File: src/rtl/imem_loader_if.sv
// Byte-stream handshake between the boot image source and the loader.
// A byte moves when byte_valid and byte_ready are both high at a rising clock edge.
interface imem_loader_if;
  logic       byte_valid;
  logic [7:0] byte_data;
  logic       byte_ready;

  modport master (
    output byte_valid,
    output byte_data,
    input  byte_ready
  );

  modport slave (
    input  byte_valid,
    input  byte_data,
    output byte_ready
  );
endinterface

File: src/rtl/imem_loader.sv
// Boot-time instruction memory loader.
// Receives a framed byte stream: LEN_L, LEN_H, then 4*N payload bytes (LSB first), then CHK.
// CHK is the XOR of all payload bytes.
// Each completed word is written to instruction memory with a single-cycle strobe.
// The CPU is held in reset until a complete, checksum-verified image has been loaded.
module imem_loader #(
  parameter int TAM     = 1024,
  parameter int ADDR_W  = 10,
  parameter int TIMEOUT = 65535
) (
  input  logic              clk,
  input  logic              rst,
  input  logic              start,
  imem_loader_if.slave      bus,
  output logic              im_we,
  output logic [ADDR_W-1:0] im_addr,
  output logic [31:0]       im_wdata,
  output logic              cpu_hold,
  output logic              done,
  output logic              error,
  output logic [15:0]       words_loaded
);

  localparam int CNT_W = $clog2(TIMEOUT + 1);

  typedef enum logic [2:0] {
    ST_IDLE,
    ST_LEN0,
    ST_LEN1,
    ST_DATA,
    ST_CHECK,
    ST_DONE,
    ST_ERR
  } state_t;

  state_t           state;
  state_t           nxt;

  logic [15:0]      len_q;
  logic [7:0]       acc;
  logic [1:0]       byte_idx;
  logic [31:0]      word_sr;
  logic [CNT_W-1:0] idle_cnt;

  logic             xfer;
  logic             active;
  logic             start_sess;
  logic [15:0]      n_req;
  logic             len_bad;
  logic             last_word;
  logic             timeout_hit;

  // Handshake, session and frame-decode qualifiers shared by the FSM and datapath
  always_comb begin
    xfer        = bus.byte_valid & bus.byte_ready;
    active      = (state == ST_LEN0) || (state == ST_LEN1) ||
                  (state == ST_DATA) || (state == ST_CHECK);
    start_sess  = start && ((state == ST_IDLE) || (state == ST_DONE) || (state == ST_ERR));
    n_req       = {bus.byte_data, len_q[7:0]};
    len_bad     = (n_req == 16'd0) || ({16'd0, n_req} > 32'(TAM));
    last_word   = (words_loaded + 16'd1) == len_q;
    timeout_hit = active && !xfer && (idle_cnt == CNT_W'(TIMEOUT - 1));
  end

  // State register
  always_ff @(posedge clk) begin
    if (!rst) begin
      state <= ST_IDLE;
    end else begin
      state <= nxt;
    end
  end

  // Next-state logic; an idle timeout overrides everything while a session is active
  always_comb begin
    nxt = state;
    unique case (state)
      ST_IDLE:  if (start) nxt = ST_LEN0;
      ST_LEN0:  if (xfer) nxt = ST_LEN1;
      ST_LEN1:  if (xfer) nxt = len_bad ? ST_ERR : ST_DATA;
      ST_DATA:  if (xfer && (byte_idx == 2'd3) && last_word) nxt = ST_CHECK;
      ST_CHECK: if (xfer) nxt = (bus.byte_data == acc) ? ST_DONE : ST_ERR;
      ST_DONE:  if (start) nxt = ST_LEN0;
      ST_ERR:   if (start) nxt = ST_LEN0;
      default:  nxt = ST_IDLE;
    endcase
    if (timeout_hit) nxt = ST_ERR;
  end

  // Status outputs registered from the next state so they change on the same edge as the state
  always_ff @(posedge clk) begin
    if (!rst) begin
      bus.byte_ready <= 1'b0;
      done           <= 1'b0;
      error          <= 1'b0;
      cpu_hold       <= 1'b1;
    end else begin
      bus.byte_ready <= (nxt == ST_LEN0) || (nxt == ST_LEN1) ||
                        (nxt == ST_DATA) || (nxt == ST_CHECK);
      done           <= (nxt == ST_DONE);
      error          <= (nxt == ST_ERR);
      cpu_hold       <= (nxt != ST_DONE);
    end
  end

  // Idle-cycle counter: cleared by any transfer and whenever no session is active
  always_ff @(posedge clk) begin
    if (!rst) begin
      idle_cnt <= '0;
    end else if (xfer || !active) begin
      idle_cnt <= '0;
    end else begin
      idle_cnt <= idle_cnt + CNT_W'(1);
    end
  end

  // Frame datapath: length capture, word assembly, checksum and memory write strobe
  always_ff @(posedge clk) begin
    if (!rst) begin
      len_q        <= '0;
      acc          <= '0;
      byte_idx     <= '0;
      word_sr      <= '0;
      words_loaded <= '0;
      im_we        <= 1'b0;
      im_addr      <= '0;
      im_wdata     <= '0;
    end else begin
      im_we <= 1'b0;
      if (start_sess) begin
        words_loaded <= '0;
        acc          <= '0;
        byte_idx     <= '0;
      end
      if (xfer) begin
        unique case (state)
          ST_LEN0: len_q[7:0]  <= bus.byte_data;
          ST_LEN1: len_q[15:8] <= bus.byte_data;
          ST_DATA: begin
            // Shifting in from the top leaves the first byte of each group in lane 0
            word_sr  <= {bus.byte_data, word_sr[31:8]};
            acc      <= acc ^ bus.byte_data;
            byte_idx <= byte_idx + 2'd1;
            if (byte_idx == 2'd3) begin
              im_we        <= 1'b1;
              im_addr      <= words_loaded[ADDR_W-1:0];
              im_wdata     <= {bus.byte_data, word_sr[31:8]};
              words_loaded <= words_loaded + 16'd1;
            end
          end
          default: ;
        endcase
      end
    end
  end

endmodule
File: src/flat_wrapper.sv
// flat-port wrapper written by rule: the top's interface ports become plain ports
module imem_loader_flat 
#(
  parameter int TAM     = 1024,
  parameter int ADDR_W  = 10,
  parameter int TIMEOUT = 65535
)
  (clk, rst, start, im_we, im_addr, im_wdata, cpu_hold, done, error, words_loaded, bus_byte_valid, bus_byte_data, bus_byte_ready);
  imem_loader_if bus_i ();
  input  logic clk;
  input  logic rst;
  input  logic start;
  output logic im_we;
  output logic [ADDR_W-1:0] im_addr;
  output logic [31:0] im_wdata;
  output logic cpu_hold;
  output logic done;
  output logic error;
  output logic [15:0] words_loaded;
  input wire logic [$bits(bus_i.byte_valid)-1:0] bus_byte_valid;
  input wire logic [$bits(bus_i.byte_data)-1:0] bus_byte_data;
  output wire logic [$bits(bus_i.byte_ready)-1:0] bus_byte_ready;
  assign bus_i.byte_valid = bus_byte_valid;
  assign bus_i.byte_data = bus_byte_data;
  assign bus_byte_ready = bus_i.byte_ready;
  imem_loader #(.TAM(TAM), .ADDR_W(ADDR_W), .TIMEOUT(TIMEOUT)) u_core (.clk(clk), .rst(rst), .start(start), .bus(bus_i), .im_we(im_we), .im_addr(im_addr), .im_wdata(im_wdata), .cpu_hold(cpu_hold), .done(done), .error(error), .words_loaded(words_loaded));
endmodule
File: config.mk
export PLATFORM = sky130hd
export DESIGN_NAME = imem_loader_flat
export DESIGN_NICKNAME = d
export VERILOG_FILES = /design/src/rtl/imem_loader_if.sv /design/src/rtl/imem_loader.sv /design/src/flat_wrapper.sv
export SDC_FILE = /design/constraint.sdc
export NUM_CORES = 1
export LEC_CHECK = 0
export ABC_AREA = 1
export CAP_MARGIN = 25
export CORE_MARGIN = 4
export CORE_UTILIZATION = 36
export DETAILED_ROUTE_END_ITERATION = 10
export PLACE_DENSITY = 0.67
export SLEW_MARGIN = 20
export SYNTH_ARGS = -nofsm -noshare
export SYNTH_HDL_FRONTEND = slang
export SYNTH_SLANG_ARGS = --single-unit
File: constraint.sdc
create_clock -name clk -period 3 [get_ports clk]
set_input_delay 0.3 -clock clk [delete_from_list [all_inputs] [get_ports clk]]
set_output_delay 0.3 -clock clk [all_outputs]
set_load 0.1 [all_outputs]
==> impl_metrics.py <==
metrics = {
    "run_status": {
        "outcome": "complete, no violations",
    },
    "drt": {
        "drtIter0Drc": 372,
        "drc": 0,
        "antenna_left": 0,
        "vias_per_cell": 4.86,
        "vias": 5146,
        "dr.pass1.iters": 5,
        "detail_route.wl_per_cell_um": 13.9,
        "drt-total-wl_mm": 14.7,
    },
    "floorplanning": {
        "die_h_um": 133,
        "die_x_um": 133,
        "ios": 75,
        "dieArea_mm2": 0.0178,
        "initial_utilization_pct": 37.0,
        "core-area_mm2": 0.0153,
        "rows": 45,
    },
    "hold_path": {
        "hold_path_end": "u_core.im_wdata[2]$_SDFFE_PN0P_",
        "hp-class": "reg -> reg",
        "holdPathStages": 2,
        "min_from": "u_core.word_sr[10]$_SDFFE_PN0P_",
    },
    "finish": {
        "fillers": 1544,
        "n_antenna_cell": 0,
        "fin_cells": 1058,
        "final_nets": 850,
        "area_growth_syn_to_layout_pct": 25.6,
        "layout-drive-gt1-share_pct": 15.0,
    },
    "worst_setup_path": {
        "startpoint_type": "flip-flop",
        "r2r-start": "u_core.words_loaded[0]$_SDFF_PN0_",
        "critical_path_class": "reg -> reg",
        "required_ns": 3.31,
        "reg2reg_to": "u_core.state[1]$_SDFF_PN0_",
        "cp_max_fo": 7,
        "reg2reg_depth": 16,
        "endpoint_kind": "flip-flop",
        "cp.arrival_ns": 2.63,
        "reg2reg_setup_slack_ns": 0.68,
    },
    "timing": {
        "final.min_clock_period_ns": 2.32,
        "max_freq_ghz": 0.432,
        "tns_ns": 0,
        "period_share_pct": 77.2,
        "timing.hold.ws_ns": 0.440,
        "tightest_slew_ns": 0.970,
        "hold_violations": 0,
        "setup_viol": 0,
        "slew_violations": 0,
        "rsz0062_at_grt": "no",
        "maxSlewHeadroom_pct": 35.2,
        "finClkSkew_ns": 0.00639,
    },
    "cts": {
        "hold_buffers": 0,
        "path_clk_slew_ns": 0.06,
        "clockBufferDepth": 2,
        "cts_resized": 0,
        "clock_latency_ns": 0.42,
        "cts_buffers": 17,
        "cts_tree": "built",
        "cts_root_buffer": "clkbuf_16",
        "htreeDepth": 4,
        "cts.sinks": 132,
        "post_cts_buffers": 0,
    },
    "placement": {
        "gp_congestion": 0.866,
        "io_buffers": 74,
        "dp_cells": 1026,
        "dp_hpwl_mm": 10.4,
    },
    "job": {
        "drv_cap": 0,
    },
    "global_routing": {
        "antenna_found_initial": 0,
        "grt_usage_pct": 16.3,
        "first_global_vias": 4744,
        "grt-ovfl-total": 0,
        "grt_pass1_wl_mm": 23.6,
        "grt_max_degree": 81,
    },
    "power_and_ir_drop": {
        "power_density_mw_per_mm2": 582,
        "leakagePower_nw": 2.84,
        "vdd_drop_max_mv": 0.518,
    },
    "synthesis": {
        "yosys-top-cells-count": "nand2_1 (139), dfxtp_1 (132), o21ai_0 (89)",
        "syn_inst": 761,
        "synth_top_family_by_area": "simple AND/OR/NAND/NOR gates",
        "yosys-top-cells-area": "dfxtp_1 (47%), nand2_1 (9.2%), o21ai_0 (7.9%)",
        "ys_seq_elements": 132,
        "synth_largest_area_cell": "dfxtp_1",
        "seq_area_frac_synth_pct": 46.7,
        "synth-compound-area-share_pct": 16.1,
        "yosysTopAreaCellShare_pct": 46.7,
        "synth_cell_types": 36,
        "syn-num-nets": 777,
        "netlist_area_mm2": 0.00566,
        "post_synth_fa_ha_maj_area_fraction_pct": 0.884,
        "ys.flop_type": "dfxtp_1",
        "yosysMostFrequentCell": "nand2_1",
        "yosys_warnings": 0,
        "syn_avg_cell_area_um2": 7.44,
        "synth_xor_area_share_pct": 2.32,
        "synthSimpleGateAreaFrac_pct": 25.7,
        "synth_edf_count": 0,
        "synth-async-reset-ratio_pct": 0,
        "yosys-mux-area-fraction_pct": 0,
    },
}
placed cells by master, fill, tap and decap left out, drive strengths merged:
| master | Yosys | final |
|---|---|---|
| clkinvlp | 0 | 3 |
| nor2 | 53 | 53 |
| clkinv | 2 | 6 |
| xnor2 | 9 | 9 |
| a31o | 1 | 1 |
| clkdlybuf4s50 | 0 | 17 |
| o22ai | 6 | 6 |
| or2 | 2 | 2 |
| o21a | 1 | 1 |
| bufinv | 0 | 3 |
| o21ai | 89 | 89 |
| inv | 88 | 89 |
| ha | 4 | 4 |
| nand2 | 145 | 145 |
| nor3b | 1 | 1 |
| o211ai | 1 | 1 |
| buf | 8 | 68 |
| nand3 | 88 | 88 |
| o21bai | 2 | 2 |
| nor4 | 2 | 2 |
| nor3 | 10 | 10 |
| clkbuf | 23 | 21 |
| a31oi | 1 | 1 |
| a21oi | 64 | 64 |
| a211oi | 8 | 8 |
| and3 | 1 | 1 |
| nand4 | 13 | 13 |
| xor2 | 6 | 6 |
| dfxtp | 132 | 132 |
| nand3b | 1 | 1 |
layout make-up:
cell class	instances	area, um^2	share of cell area (%)
Sequential cell	132	2640	37.2
Multi-Input combinational cell	508	2560	36.0
Timing Repair Buffer	85	678	9.54
Clock buffer	21	480	6.76
Inverter	90	338	4.75
Tap cell	211	264	3.71
Clock inverter	11	149	2.09
kinds of logic after synthesis:
group,Yosys count
simple gates,316
fa+ha+maj,4
compound gates,173
buf+inv,121
flops,132
xor+xnor,15
where the power goes:
group / switching [mW] / total [mW] / internal (mW) / leakage, nW
sequential: 0.0107 / 1.78 / 1.77 / 1.06
combinational: 0.130 / 0.187 / 0.0569 / 1.48
clock: 0.774 / 2.17 / 1.40 / 0.302
flip-flops by register name (all words and copies together) (netlist names):
register	count
u_core.bus.byte_ready	1
u_core.cpu_hold	1
u_core.im_we	1
u_core.byte_idx	2
u_core.im_wdata	32
u_core.len_q	16
u_core.word_sr	24
u_core.done	1
u_core.state	3
u_core.error	1
u_core.im_addr	10
u_core.idle_cnt	16
u_core.acc	8
u_core.words_loaded	16
worst max-delay path by stage:
stage / start / endpoint / slack, ns / depth (start not counted)
global route: u_core.words_loaded[0]$_SDFF_PN0_ / u_core.state[1]$_SDFF_PN0_ / 0.41 / 16
detailed placement: bus_byte_valid / u_core.words_loaded[11]$_SDFF_PN0_ / 0.59 / 12
floorplan: u_core.words_loaded[0]$_SDFF_PN0_ / u_core.error$_SDFF_PN0_ / 0.27 / 16
global placement: bus_byte_valid / u_core.words_loaded[10]$_SDFF_PN0_ / 0.69 / 12
CTS: u_core.words_loaded[0]$_SDFF_PN0_ / u_core.bus.byte_ready$_SDFF_PN0_ / 0.69 / 15
finish: u_core.words_loaded[0]$_SDFF_PN0_ / u_core.state[1]$_SDFF_PN0_ / 0.68 / 16
metrics by stage:
step / power, mW / instance area (um^2) / util (%) / setup slack (ns)
final: 4.13 / 7110 / 46.4 / 0.683
after global routing: 4.26 / 7110 / 46.4 / 0.410
after CTS: 4.18 / 7110 / 46.4 / 0.691
after detailed placement: 2.00 / 6480 / 42.3 / 0.593
after global placement: 2.00 / 6480 / 42.3 / 0.689
after floorplan: 1.94 / 5660 / - / 0.269
worst max-delay path, stage by stage, from the launching register on:
cell	delay (ns)
dfxtp_1	0.45
ha_1	0.24
nand2_1	0.12
nor2_4	0.21
nand2_1	0.10
nand3_1	0.07
nand2_1	0.05
nor2_1	0.09
nand3_1	0.08
nor2_1	0.22
nand3_1	0.13
nand2_2	0.10
nand2_2	0.07
nor2_2	0.11
inv_1	0.05
nand2_1	0.09
inv_1	0.05
per-layer routing:
metal / wire length, um / part of all wire (%) / GRT usage [%] / vias up
met5: 0 / 0 / 0 / -
met3: 664 / 4.5 / 3.93 / 18
met2: 6930 / 47 / 26.6 / 102
met1: 6950 / 47 / 21.4 / 2360
li1: - / - / - / 2666
met4: 186 / 1.3 / 5.31 / 0
Note: power is estimated with default switching activity, not from simulation.
